### src/rtl/led_matrix_scanner_if.sv
// Host write port, scan clock input and matrix pin drive for led_matrix_scanner.
interface led_matrix_scanner_if;
    logic       scan_clk;
    logic       wr_en;
    logic [2:0] wr_row;
    logic [7:0] wr_data;
    logic       commit;
    logic [7:0] row_n;
    logic [7:0] col;
    logic       frame_start;
    logic       swap_done;
    logic       busy;

    modport master (
        output scan_clk, wr_en, wr_row, wr_data, commit,
        input  row_n, col, frame_start, swap_done, busy
    );

    modport slave (
        input  scan_clk, wr_en, wr_row, wr_data, commit,
        output row_n, col, frame_start, swap_done, busy
    );
endinterface

### src/rtl/led_matrix_scanner.sv
// Scans a double-buffered 8x8 frame one row per scan_clk rise; rows change 2 clk after the rise is sampled.
// Define LED_SCAN_BLANK_EN to keep outputs dark for BLANK_CYCLES clk after every row step.
module led_matrix_scanner #(
    parameter int unsigned BLANK_CYCLES = 16
) (
    input  logic                 clk,
    input  logic                 rst,
    led_matrix_scanner_if.slave  bus
);
    typedef enum logic [1:0] {IDLE, BLANK, DRIVE} state_t;

    state_t     state_q, state_d;
    logic       s1, s2, s3;
    logic       step, wrap;
    logic [2:0] row_idx;
    logic [7:0] shadow [8];
    logic [7:0] active [8];
    logic       busy_q, frame_start_q, swap_done_q;
    logic [7:0] row_drv, col_drv;

    if (BLANK_CYCLES > 255) begin : g_blank_range
        $error("BLANK_CYCLES must be within 0..255");
    end

    assign step = s2 & ~s3;
    assign wrap = step && (row_idx == 3'd7);

    always_ff @(posedge clk or negedge rst) begin
        if (!rst) begin
            s1 <= 1'b0;
            s2 <= 1'b0;
            s3 <= 1'b0;
        end else begin
            s1 <= bus.scan_clk;
            s2 <= s1;
            s3 <= s2;
        end
    end

    // A commit on the swap cycle wins over the clear so the next frame swaps again.
    always_ff @(posedge clk or negedge rst) begin
        if (!rst) begin
            row_idx       <= 3'd7;
            busy_q        <= 1'b0;
            frame_start_q <= 1'b0;
            swap_done_q   <= 1'b0;
            for (int i = 0; i < 8; i++) begin
                shadow[i] <= 8'h00;
                active[i] <= 8'h00;
            end
        end else begin
            if (step)
                row_idx <= (row_idx == 3'd7) ? 3'd0 : row_idx + 3'd1;
            frame_start_q <= wrap;
            swap_done_q   <= wrap && busy_q;
            if (bus.commit)
                busy_q <= 1'b1;
            else if (wrap)
                busy_q <= 1'b0;
            if (wrap && busy_q)
                for (int i = 0; i < 8; i++)
                    active[i] <= shadow[i];
            if (bus.wr_en)
                shadow[bus.wr_row] <= bus.wr_data;
        end
    end

`ifdef LED_SCAN_BLANK_EN
    logic [7:0] blank_cnt;

    always_ff @(posedge clk or negedge rst) begin
        if (!rst)
            blank_cnt <= 8'd0;
        else if (step)
            blank_cnt <= 8'(BLANK_CYCLES);
        else if (blank_cnt != 8'd0)
            blank_cnt <= blank_cnt - 8'd1;
    end
`endif

    always_ff @(posedge clk or negedge rst) begin
        if (!rst)
            state_q <= IDLE;
        else
            state_q <= state_d;
    end

    // IDLE keeps the matrix dark from reset until the first row step.
    always_comb begin
        state_d = state_q;
        row_drv = 8'hFF;
        col_drv = 8'h00;
        case (state_q)
            DRIVE: begin
                row_drv = ~(8'd1 << row_idx);
                col_drv = active[row_idx];
            end
            default: ;
        endcase
`ifdef LED_SCAN_BLANK_EN
        if (step)
            state_d = (BLANK_CYCLES != 0) ? BLANK : DRIVE;
        else if (state_q == BLANK && blank_cnt <= 8'd1)
            state_d = DRIVE;
`else
        if (step)
            state_d = DRIVE;
`endif
    end

    assign bus.row_n       = row_drv;
    assign bus.col         = col_drv;
    assign bus.frame_start = frame_start_q;
    assign bus.swap_done   = swap_done_q;
    assign bus.busy        = busy_q;
endmodule

### src/flat_wrapper.sv
// flat-port wrapper written by rule: the top's interface ports become plain ports
module led_matrix_scanner_flat 
#(
    parameter int unsigned BLANK_CYCLES = 16
)
  (clk, rst, bus_scan_clk, bus_wr_en, bus_wr_row, bus_wr_data, bus_commit, bus_row_n, bus_col, bus_frame_start, bus_swap_done, bus_busy);
  led_matrix_scanner_if bus_i ();
  input  logic clk;
  input  logic rst;
  input wire logic [$bits(bus_i.scan_clk)-1:0] bus_scan_clk;
  input wire logic [$bits(bus_i.wr_en)-1:0] bus_wr_en;
  input wire logic [$bits(bus_i.wr_row)-1:0] bus_wr_row;
  input wire logic [$bits(bus_i.wr_data)-1:0] bus_wr_data;
  input wire logic [$bits(bus_i.commit)-1:0] bus_commit;
  output wire logic [$bits(bus_i.row_n)-1:0] bus_row_n;
  output wire logic [$bits(bus_i.col)-1:0] bus_col;
  output wire logic [$bits(bus_i.frame_start)-1:0] bus_frame_start;
  output wire logic [$bits(bus_i.swap_done)-1:0] bus_swap_done;
  output wire logic [$bits(bus_i.busy)-1:0] bus_busy;
  assign bus_i.scan_clk = bus_scan_clk;
  assign bus_i.wr_en = bus_wr_en;
  assign bus_i.wr_row = bus_wr_row;
  assign bus_i.wr_data = bus_wr_data;
  assign bus_i.commit = bus_commit;
  assign bus_row_n = bus_i.row_n;
  assign bus_col = bus_i.col;
  assign bus_frame_start = bus_i.frame_start;
  assign bus_swap_done = bus_i.swap_done;
  assign bus_busy = bus_i.busy;
  led_matrix_scanner #(.BLANK_CYCLES(BLANK_CYCLES)) u_core (.clk(clk), .rst(rst), .bus(bus_i));
endmodule
### config.mk
export PLATFORM = sky130hd
export DESIGN_NAME = led_matrix_scanner_flat
export DESIGN_NICKNAME = d
export VERILOG_FILES = /design/src/rtl/led_matrix_scanner_if.sv /design/src/rtl/led_matrix_scanner.sv /design/src/flat_wrapper.sv
export SDC_FILE = /design/constraint.sdc
export NUM_CORES = 1
export LEC_CHECK = 0
export CELL_PAD_IN_SITES_DETAIL_PLACEMENT = 0
export CELL_PAD_IN_SITES_GLOBAL_PLACEMENT = 1
export CORE_MARGIN = 1
export CORE_UTILIZATION = 56
export CTS_BUF_LIST = sky130_fd_sc_hd__clkbuf_2
export DETAILED_ROUTE_END_ITERATION = 6
export PLACE_DENSITY = 0.83
export SETUP_SLACK_MARGIN = 0.2
export SYNTH_ARGS = -nofsm -noshare
export SYNTH_HDL_FRONTEND = slang
export SYNTH_SLANG_ARGS = --single-unit
### constraint.sdc
create_clock -name clk -period 5 [get_ports clk]
set_clock_uncertainty 0.15 [all_clocks]
set_input_delay 1 -clock clk [delete_from_list [all_inputs] [get_ports clk]]
set_output_delay 1 -clock clk [all_outputs]
set_load 0.01 [all_outputs]
==> key figures, run 1 <==
Cells and area
  – Layout area overhead: 11.7%
  – Commonest non-fill, non-tap cell in the layout: mux2_2
  – Commonest cells after routing, fill and taps aside: mux2_2 (144), dfrtp_1 (135), clkdlybuf4s50_1 (33)
  – Ant. Diodes: 0
  – Register area: 3460 um^2
  – Post-route cell area: 6510 um^2
  – Filler Cell Count: 772
  – Multi-input gate area: 2230 um^2
  – Biggest regs: u_core.active: 64 flops, u_core.shadow: 64 flops, u_core.row_idx: 3 flops
  – Net count, final: 434
  – Layout cell share with drive strength beyond 1: 46.0%

Timing
  – Relative slew margins: 34.9%
  – Unrepaired setup endpoints after global routing: no
  – Worst-Margin Slew: 977 ps
  – Final period utilization: 81.6%
  – Final setup vio count: 0
  – Sum of negative setup slack: 0 ps
  – Fin. max-slew vios: 0
  – Tmin final: 4080 ps
  – Hold Vio Cnt, Final: 0
  – Hold WS: 240 ps
  – Fmax: 245 MHz

Critical path
  – Arrival time worst endpoint: 2930 ps
  – Crit path cell chain: nand2b_1 > o21ai_0 > nor2_1 > clkdlybuf4s50_1
  – Slowest cell on the critical path: dfstp_2
  – Worst Path Max Fanout: 13
  – WP buf/inv: 1
  – Startpoint Class: flip-flop
  – Setup CP Type: reg2out
  – Worst endpoint required time: 3850 ps
  – Register-to-register setup slack: 2010 ps
  – Worst setup EP type: output pin
  – CP top delay family: flip-flops
  – CP max stage delay: 830 ps

Yosys
  – Synth Net Count: 396
  – Post-Syn Area per Cell: 15.6 um^2
  – Synth top area cells: dfrtp_1 (58%), mux2_2 (28%), mux4_2 (3.1%), dfstp_2 (1.4%), ha_1 (1.3%)
  – Distinct cell type count after synthesis: 25
  – Simple-gate area share of the yosys netlist: 4.12%
  – Seq/Total Area, Yosys: 59.3%
  – Multiplexer share of the synthesized area: 30.9%
  – Yosys top cell by area: dfrtp_1
  – #FFs+latches synth: 138
  – YS warnings: 0
  – Cell count after synthesis: 374
  – Synth Area in Adders: 1.29%
  – Post-Synth XOR/XNOR Area: 0%
  – Cell area after synthesis: 5830 um^2
  – Yosys top cell area share: 57.9%
  – Largest family of logic cells by synthesized area: multiplexers
  – Fraction of synthesis flops using an asynchronous set or reset pin: 100%
  – Most used DFF post-synth: dfrtp_1
  – Post-synth EDFFs: 0
  – Compound-Gate Fraction of Synth Area: 1.93%

Placement
  – Post-Place Cell Area: 6230 um^2
  – Port Buffers: 34
  – Post-DP HPWL: 6390 um
  – RD Place Congestion: 0.718

Clocking
  – CTS tree: done
  – Root buffer cell: clkbuf_2
  – Clk slew on worst S/H paths: 200 ps
  – Post-CTS sizing: 0
  – Quantity of hold-fixing buffers added after cts: 0
  – H-tree depth: 4
  – CTS Buf Count: 17
  – Num Clock Sinks: 138
  – Setup bufs post-CTS: 0
  – Worst skew pair latency: 640 ps
  – CTS Buffer Depth: 2

Die
  – Height of the die: 104 um
  – Site row count: 36
  – Core Footprint: 9950 um^2
  – Die width: 104 um
  – DIE AREA: 10,800 um^2
  – I/O pin count: 35
  – Starting Density: 58.6%

Route
  – Drt initial violations: 119
  – DRT Pass-1 Iters: 4
  – Final wirelength: 10,800 um
  – DRT antenna net count: 0
  – Vias/cell: 5.70
  – Wire per inst: 19.3 um
  – Vias after detailed routing: 3,175
  – Remaining DRCs: 0

Flow run
  – Maxcap violations: 0

Pwr
  – Worst IR drop on VDD: 300 uV
  – Pwr/cell area: 461 nW/um^2
  – Pleak: 3.00 nW

GRT
  – GRT Resource Usage Total: 21.9%
  – Grt total ovfl: 0
  – First-pass GRT wire length: 17,800 um
  – Largest net degree at the start of global routing: 112
  – Vias in the first global route: 3,400
  – Initial antenna violation count: 0

Worst hold path
  – Worst min path class: reg2reg

Status
  – Outcome: finished, final reports clean
final cells by class:
type,count,area share (%)
sequential,138,53.1
multi-input combinational,214,34.3
timing repair buffer,36,5.47
clock inverter,14,3.00
tap,133,2.55
clock buffer,17,1.31
inverter,5,0.288
synthesized netlist by cell type (all sizes together), types with 4 or more instances:
cell and n:
buf 15, dfrtp 135, ha 6, inv 5, mux2 144, mux4 8
nand2 7, nand2b 4, nand3 7, nor2 8, o21ai 11, o22ai 8
worst register-to-register path, cell delays in order (launching register included):
cell	delay (ps)
dfstp_2	1080
ha_1	350
nand3_2	420
buf_4	520
mux2_2	360
kinds of logic (layout without fill, tap and decap cells):
logic type      Yosys count  count (layout)
compound gates           20              20
flops                   138             138
buf+inv                  22              72
fa+ha+maj                 6               6
simple gates             36              36
mux                     152             152
power by group:
group	total (mW)	switching (mW)	internal (mW)
sequential	1.56	0.196	1.36
combinational	0.706	0.261	0.446
clock	0.738	0.409	0.330
total	3.00	0.866	2.14
through the flow:
| stage | power (mW) | cells | setup WS, ps | util (%) |
|---|---|---|---|---|
| after floorplan | 2.01 | 374 | 2310 | - |
| final | 3.00 | 557 | 920 | 65.4 |
| after detailed placement | 2.30 | 526 | 1630 | 62.6 |
| after global routing | 3.18 | 557 | 702 | 65.4 |
| after global placement | 2.27 | 526 | 1630 | 62.6 |
| after CTS | 3.04 | 557 | 819 | 65.4 |
layer usage:
metal / global-route usage, % / wire length (um)
met5: 0 / 0
met4: 5.82 / 68
met3: 5.51 / 346
met2: 33.7 / 5150
met1: 31.4 / 5180
path summary, 6_finish.rpt:
path / to / start / cells past startpoint
min in group asynchronous: u_core.active[21]$_DFFE_PN0P_ / rst / 1
hold reg to reg: u_core.s2$_DFF_PN0_ / u_core.s1$_DFF_PN0_ / 0
max in group asynchronous: u_core.active[15]$_DFFE_PN0P_ / rst / 2
setup / recovery: bus_col[4] / u_core.row_idx[1]$_DFFE_PN1P_ / 4
hold / removal: u_core.s2$_DFF_PN0_ / u_core.s1$_DFF_PN0_ / 0
setup reg to reg: u_core.active[60]$_DFFE_PN0P_ / u_core.row_idx[2]$_DFFE_PN1P_ / 4
Note: power is estimated with default switching activity, not from simulation.
==> inputs of run 2 (changes only) <==
CORE_UTILIZATION = 52   (was 56)
PLACE_DENSITY = 0.78   (was 0.83)
clock period = 3.8 ns   (was 5 ns; I/O delays follow)
==> key figures, run 2 (synthesis gave the netlist of run 1 again) <==
Critical path
  – Worst Path Max Fanout: 3 (-10)
  – Worst setup EP type: output pin
  – Worst endpoint required time: 2890 ps (-960 ps)
  – Setup CP Type: reg2out
  – Arrival time worst endpoint: 2500 ps (-430 ps)
  – Startpoint Class: flip-flop

Timing
  – Fmax: 293 MHz
  – Final setup vio count: 0 (unchanged)
  – Fin. max-slew vios: 0 (unchanged)
  – Unrepaired setup endpoints after global routing: no
  – Sum of negative setup slack: 0 ps (unchanged)
  – Worst-Margin Slew: 893 ps (-83.7 ps)
  – Relative slew margins: 40.4% (+5.6 points)
  – Final period utilization: 89.7%
  – Tmin final: 3410 ps
  – Hold Vio Cnt, Final: 0 (unchanged)

Route
  – Remaining DRCs: 0 (unchanged)
  – Drt initial violations: 191 (+61%)
  – Vias/cell: 5.65 (-0.94%)
  – DRT antenna net count: 0 (unchanged)
  – Final wirelength: 11,300 um (+5.5%)
  – Wire per inst: 19.8 um (+2.4%)
  – Vias after detailed routing: 3,241 (+2.1%)
  – DRT Pass-1 Iters: 4 (unchanged)

Placement
  – Post-DP HPWL: 7030 um (+10%)
  – Post-Place Cell Area: 6300 um^2 (+1.1%)
  – Port Buffers: 34 (unchanged)
  – RD Place Congestion: 0.716 (-0.18%)

Cells and area
  – Ant. Diodes: 0 (unchanged)
  – Layout cell share with drive strength beyond 1: 47.5% (+1.5 points)
  – Commonest non-fill, non-tap cell in the layout: mux2_2
  – Biggest regs: u_core.active: 64 flops, u_core.shadow: 64 flops, u_core.row_idx: 3 flops
  – Post-layout util: 60.2% (-5.2 points)
  – Post-route cell area: 6560 um^2 (+0.63%)
  – Layout area overhead: 12.4%
  – Commonest cells after routing, fill and taps aside: mux2_2 (144), dfrtp_1 (135), clkdlybuf4s50_1 (25)
  – Net count, final: 445 (+2.5%)

Clocking
  – CTS Buffer Depth: 2 (unchanged)
  – Clk slew on worst S/H paths: 180 ps (-20 ps)
  – CTS tree: done
  – Worst skew pair latency: 650 ps (about the same)
  – H-tree depth: 4 (unchanged)
  – Root buffer cell: clkbuf_2
  – Num Clock Sinks: 138 (unchanged)
  – CTS Buf Count: 17 (unchanged)

Pwr
  – Design Power: 3.70 mW (+23%)
  – Pleak: 3.06 nW (+2.0%)
  – Worst IR drop on VDD: 333 uV (+11%)
  – Pwr/cell area: 565 nW/um^2 (+23%)

GRT
  – Largest net degree at the start of global routing: 86 (-23%)
  – Grt total ovfl: 0 (unchanged)
  – First-pass GRT wire length: 18,300 um (+2.9%)
  – GRT Resource Usage Total: 22.2% (+0.29 points)
  – Vias in the first global route: 3,303 (-2.9%)
  – Initial antenna violation count: 0 (unchanged)

Die
  – Starting Density: 53.6% (-5.0 points)
  – Die width: 108 um (+3.7%)
  – Site row count: 38 (+5.6%)
  – Height of the die: 108 um (+3.7%)
  – Core Footprint: 10,900 um^2 (+9.4%)
  – DIE AREA: 11,600 um^2 (+7.5%)
  – I/O pin count: 35 (unchanged)

Worst hold path
  – Worst min path class: reg2reg

Status
  – Outcome: finished, final reports clean

Flow run
  – Maxcap violations: 0 (unchanged)
[run 2: cell type report]
cell class                      count  area (um^2)
Clock inverter                     12         61.3
Sequential cell                   138         3460
Clock buffer                       18         90.1
Multi-Input combinational cell    214         2260
Inverter                            5         18.8
Tap cell                          140          175
Fill cell                         875         4330
Timing Repair Buffer               47          480
[run 2: routing by layer]
layer  up-vias  wire [um]  track usage (%)
li1       1461          -                -
met1      1697       5290             31.9
met2        74       5350             33.4
met3         9        598             6.17
met4         0        106             5.97
met5         -          0                0
[run 2: through the flow]
| step | std cells | setup slack, ps | hold WS (ps) |
|---|---|---|---|
| 6_report | 574 | 391 | 250 |
| 5_1_grt | 574 | 212 | 257 |
| 4_1_cts | 573 | 115 | 245 |
| 3_5_place_dp | 538 | 669 | 185 |
| 3_3_place_gp | 538 | 678 | 197 |
| 2_1_floorplan | 374 | 1350 | 181 |
[run 2: final timing paths]
check,startpoint,to,slack [ps],cells after the start
min,u_core.s1$_DFF_PN0_,u_core.s2$_DFF_PN0_,250,0
max reg2reg,u_core.row_idx[1]$_DFFE_PN1P_,u_core.active[55]$_DFFE_PN0P_,1250,6
min in group asynchronous,rst,u_core.shadow[53]$_DFFE_PN0P_,570,2
max,u_core.row_idx[1]$_DFFE_PN1P_,bus_col[0],390,5
max in group asynchronous,rst,u_core.shadow[60]$_DFFE_PN0P_,2160,3
min reg2reg,u_core.s1$_DFF_PN0_,u_core.s2$_DFF_PN0_,250,0
[run 2: worst max-delay path, stage by stage, from the launching register on]
cell and delay [ps]:
dfstp_4 660, buf_4 160, mux4_2 510, o22ai_2 170, nor2_1 60, dlygate4sd2_1 280
[run 2: power breakdown]
group          switching, mW  internal [mW]
combinational          0.478          0.640
clock                  0.482          0.148
sequential             0.158           1.80
total                   1.12           2.59
[run 2: timing repair]
item	in CTS	in global routing
gates resized for setup	13	5
setup endpoints to repair	9	4
endpoints found under the hold margin	81	0
buffers inserted	4	1
hold buffers	1	0
==> inputs of run 3 (changes only) <==
--- a/config.mk
+++ b/config.mk
@@ -7,2 +7,3 @@
 export LEC_CHECK = 0
+export CAP_MARGIN = 20
 export CELL_PAD_IN_SITES_DETAIL_PLACEMENT = 0
@@ -10,6 +11,6 @@
 export CORE_MARGIN = 1
-export CORE_UTILIZATION = 52
+export CORE_UTILIZATION = 40
 export CTS_BUF_LIST = sky130_fd_sc_hd__clkbuf_2
 export DETAILED_ROUTE_END_ITERATION = 6
-export PLACE_DENSITY = 0.78
+export PLACE_DENSITY = 0.61
 export SETUP_SLACK_MARGIN = 0.2
==> constraint.sdc (replaced) <==
create_clock -name clk -period 3.8 [get_ports clk]
set_clock_uncertainty 0.15 [all_clocks]
set_input_delay 0.38 -clock clk [delete_from_list [all_inputs] [get_ports clk]]
set_output_delay 0.38 -clock clk [all_outputs]
set_load 0.01 [all_outputs]
==> key figures, run 3 (synthesis gave the netlist of run 1 again) <==
Timing
  – Relative slew margins: 35.6% (-4.9 points)
  – Fin. max-slew vios: 0 (unchanged)
  – Hold Vio Cnt, Final: 0 (unchanged)
  – Tmin final: 3370 ps (-40.9 ps)
  – Hold WS: 84.3 ps (-166 ps)
  – Sum of negative setup slack: 0 ps (unchanged)
  – Final period utilization: 88.6% (-1.1 points)
  – Final setup vio count: 0 (unchanged)
  – Worst-Margin Slew: 966 ps (+73.0 ps)
  – Fmax: 297 MHz (+1.2%)
  – Unrepaired setup endpoints after global routing: no

Route
  – Wire per inst: 19.6 um (-0.77%)
  – Drt initial violations: 111 (-42%)
  – Vias/cell: 5.29 (-6.3%)
  – DRT antenna net count: 0 (unchanged)
  – DRT Pass-1 Iters: 4 (unchanged)
  – Vias after detailed routing: 3,227 (-0.43%)
  – Final wirelength: 12,000 um (+5.5%)
  – Remaining DRCs: 0 (unchanged)

Placement
  – Post-DP HPWL: 7080 um (+0.72%)
  – RD Place Congestion: 0.676 (-5.7%)
  – Port Buffers: 34 (unchanged)

GRT
  – Grt total ovfl: 0 (unchanged)
  – Vias in the first global route: 3,472 (+5.1%)
  – First-pass GRT wire length: 19,700 um (+7.2%)
  – Grt met1 use: 24.9% (-7.0 points)
  – Initial antenna violation count: 0 (unchanged)
  – Most used routing layer in global routing: met2
  – Largest net degree at the start of global routing: 100 (+16%)
  – GRT Resource Usage Total: 18.3% (-3.9 points)
  – Routing usage on met2: 27.8% (-5.6 points)
  – Met3 usage in global routing: 4.93% (-1.2 points)

Cells and area
  – Commonest cells after routing, fill and taps aside: mux2_2 (144), dfrtp_1 (135), clkdlybuf4s50_1 (33)
  – Filler Cell Count: 1,280 (+46%)
  – Commonest non-fill, non-tap cell in the layout: mux2_2
  – Net count, final: 441 (-0.90%)
  – Layout area overhead: 11.4%
  – Layout cell share with drive strength beyond 1: 45.6% (-1.9 points)
  – Multi-input gate area: 2240 um^2 (-1.2%)
  – Biggest regs: u_core.active: 64 flops, u_core.shadow: 64 flops, u_core.row_idx: 3 flops
  – Ant. Diodes: 0 (unchanged)
  – Register area: 3460 um^2 (-0.11%)

Critical path
  – Arrival time worst endpoint: 2840 ps (+340 ps)
  – Worst setup EP type: output pin
  – CP startpoint: u_core.row_idx[1]$_DFFE_PN1P_
  – Reg2reg end: u_core.active[2]$_DFFE_PN0P_
  – Worst Path Max Fanout: 13 (+10)
  – FF-to-FF path depth: 5 (-1)
  – Setup CP Type: reg2out
  – Reg2reg start: u_core.row_idx[1]$_DFFE_PN1P_
  – Worst endpoint required time: 3270 ps (+380 ps)
  – Register-to-register setup slack: 1240 ps (about the same)
  – Startpoint Class: flip-flop

Clocking
  – Worst skew pair latency: 690 ps (+40 ps)
  – Num Clock Sinks: 138 (unchanged)
  – H-tree depth: 4 (unchanged)
  – Clk slew on worst S/H paths: 180 ps (about the same)
  – Setup bufs post-CTS: 0 (-4)
  – CTS Buffer Depth: 2 (unchanged)
  – Root buffer cell: clkbuf_2
  – CTS tree: done
  – CTS Buf Count: 17 (unchanged)

Worst hold path
  – WHS Endpoint: u_core.bus.busy$_DFFE_PN0P_
  – Hold path cells: 2 (+2)
  – Worst min path class: in2reg
  – Hold Startpoint: bus_commit

Pwr
  – Pwr/cell area: 560 nW/um^2 (-0.92%)
  – Pleak: 2.99 nW (-2.4%)
  – Worst IR drop on VDD: 220 uV (-34%)

Die
  – Die width: 123 um (+14%)
  – I/O pin count: 35 (unchanged)
  – Height of the die: 123 um (+14%)
  – DIE AREA: 15,100 um^2 (+29%)
  – Core Footprint: 14,000 um^2 (+29%)
  – Starting Density: 41.5% (-12 points)
  – Site row count: 43 (+13%)

Status
  – Outcome: finished, final reports clean

Flow run
  – Maxcap violations: 0 (unchanged)
## run 3: changes by cell type in the layout (fill, tap and decap cells not counted), sizes merged
cell           delta
clkdlybuf4s50     +8
dlygate4sd2       -6
buf               -5
clkbuf            +5
clkinvlp          -3
clkinv            -2
dlymetal6s2s      -2
dlygate4sd3       +1
## run 3: power breakdown
group          switching (mW)  leakage [nW]  internal (mW)
Clock                   0.479         0.111          0.166
Combinational           0.345          1.13          0.590
Sequential              0.260          1.74           1.80
## run 3: worst max path at each step
stage | end | depth (start not counted)
4_1_cts | bus_col[1] | 4
3_3_place_gp | bus_col[1] | 4
6_report | bus_col[1] | 4
5_1_grt | bus_col[0] | 4
2_1_floorplan | bus_col[0] | 4
3_5_place_dp | bus_col[0] | 4
## run 3: layout make-up
type	count	area share, %
flip-flops and latches	138	53.2
multi-input cells	214	34.4
repair buffers	43	6.37
well taps	180	3.46
clock buffers	23	1.77
clock inverters	7	0.443
inverters	5	0.289
## run 3: critical path: stages, from the launching register on
cell and delay, ps:
dfstp_2 830, mux4_2 550, o22ai_1 180, nor2_1 90
clkdlybuf4s50_1 490
## run 3: repair_timing
action                     in CTS  in global routing
hold buffers                    2                  0
setup endpoints to repair       2                  0
hold endpoints to repair       95                  0
gates resized for setup         2                  0
## run 3: through the flow
step / util [%] / std cells / power, mW / area [um^2] / setup WS [ps]
floorplan: - / 374 / 2.64 / 5830 / 1730
global placement: 45.1 / 578 / 3.02 / 6330 / 1000
detailed placement: 45.1 / 578 / 3.04 / 6330 / 1000
CTS: 46.3 / 610 / 3.70 / 6500 / 328
global route: 46.3 / 610 / 3.89 / 6500 / 218
finish: 46.3 / 610 / 3.64 / 6500 / 432
## run 3: metal layers
layer  vias to the layer above  wire length [um]
met5                         -                 0
met1                      1711              5900
met4                         0               190
li1                       1444                 -
met2                        54              5460
met3                        18               412
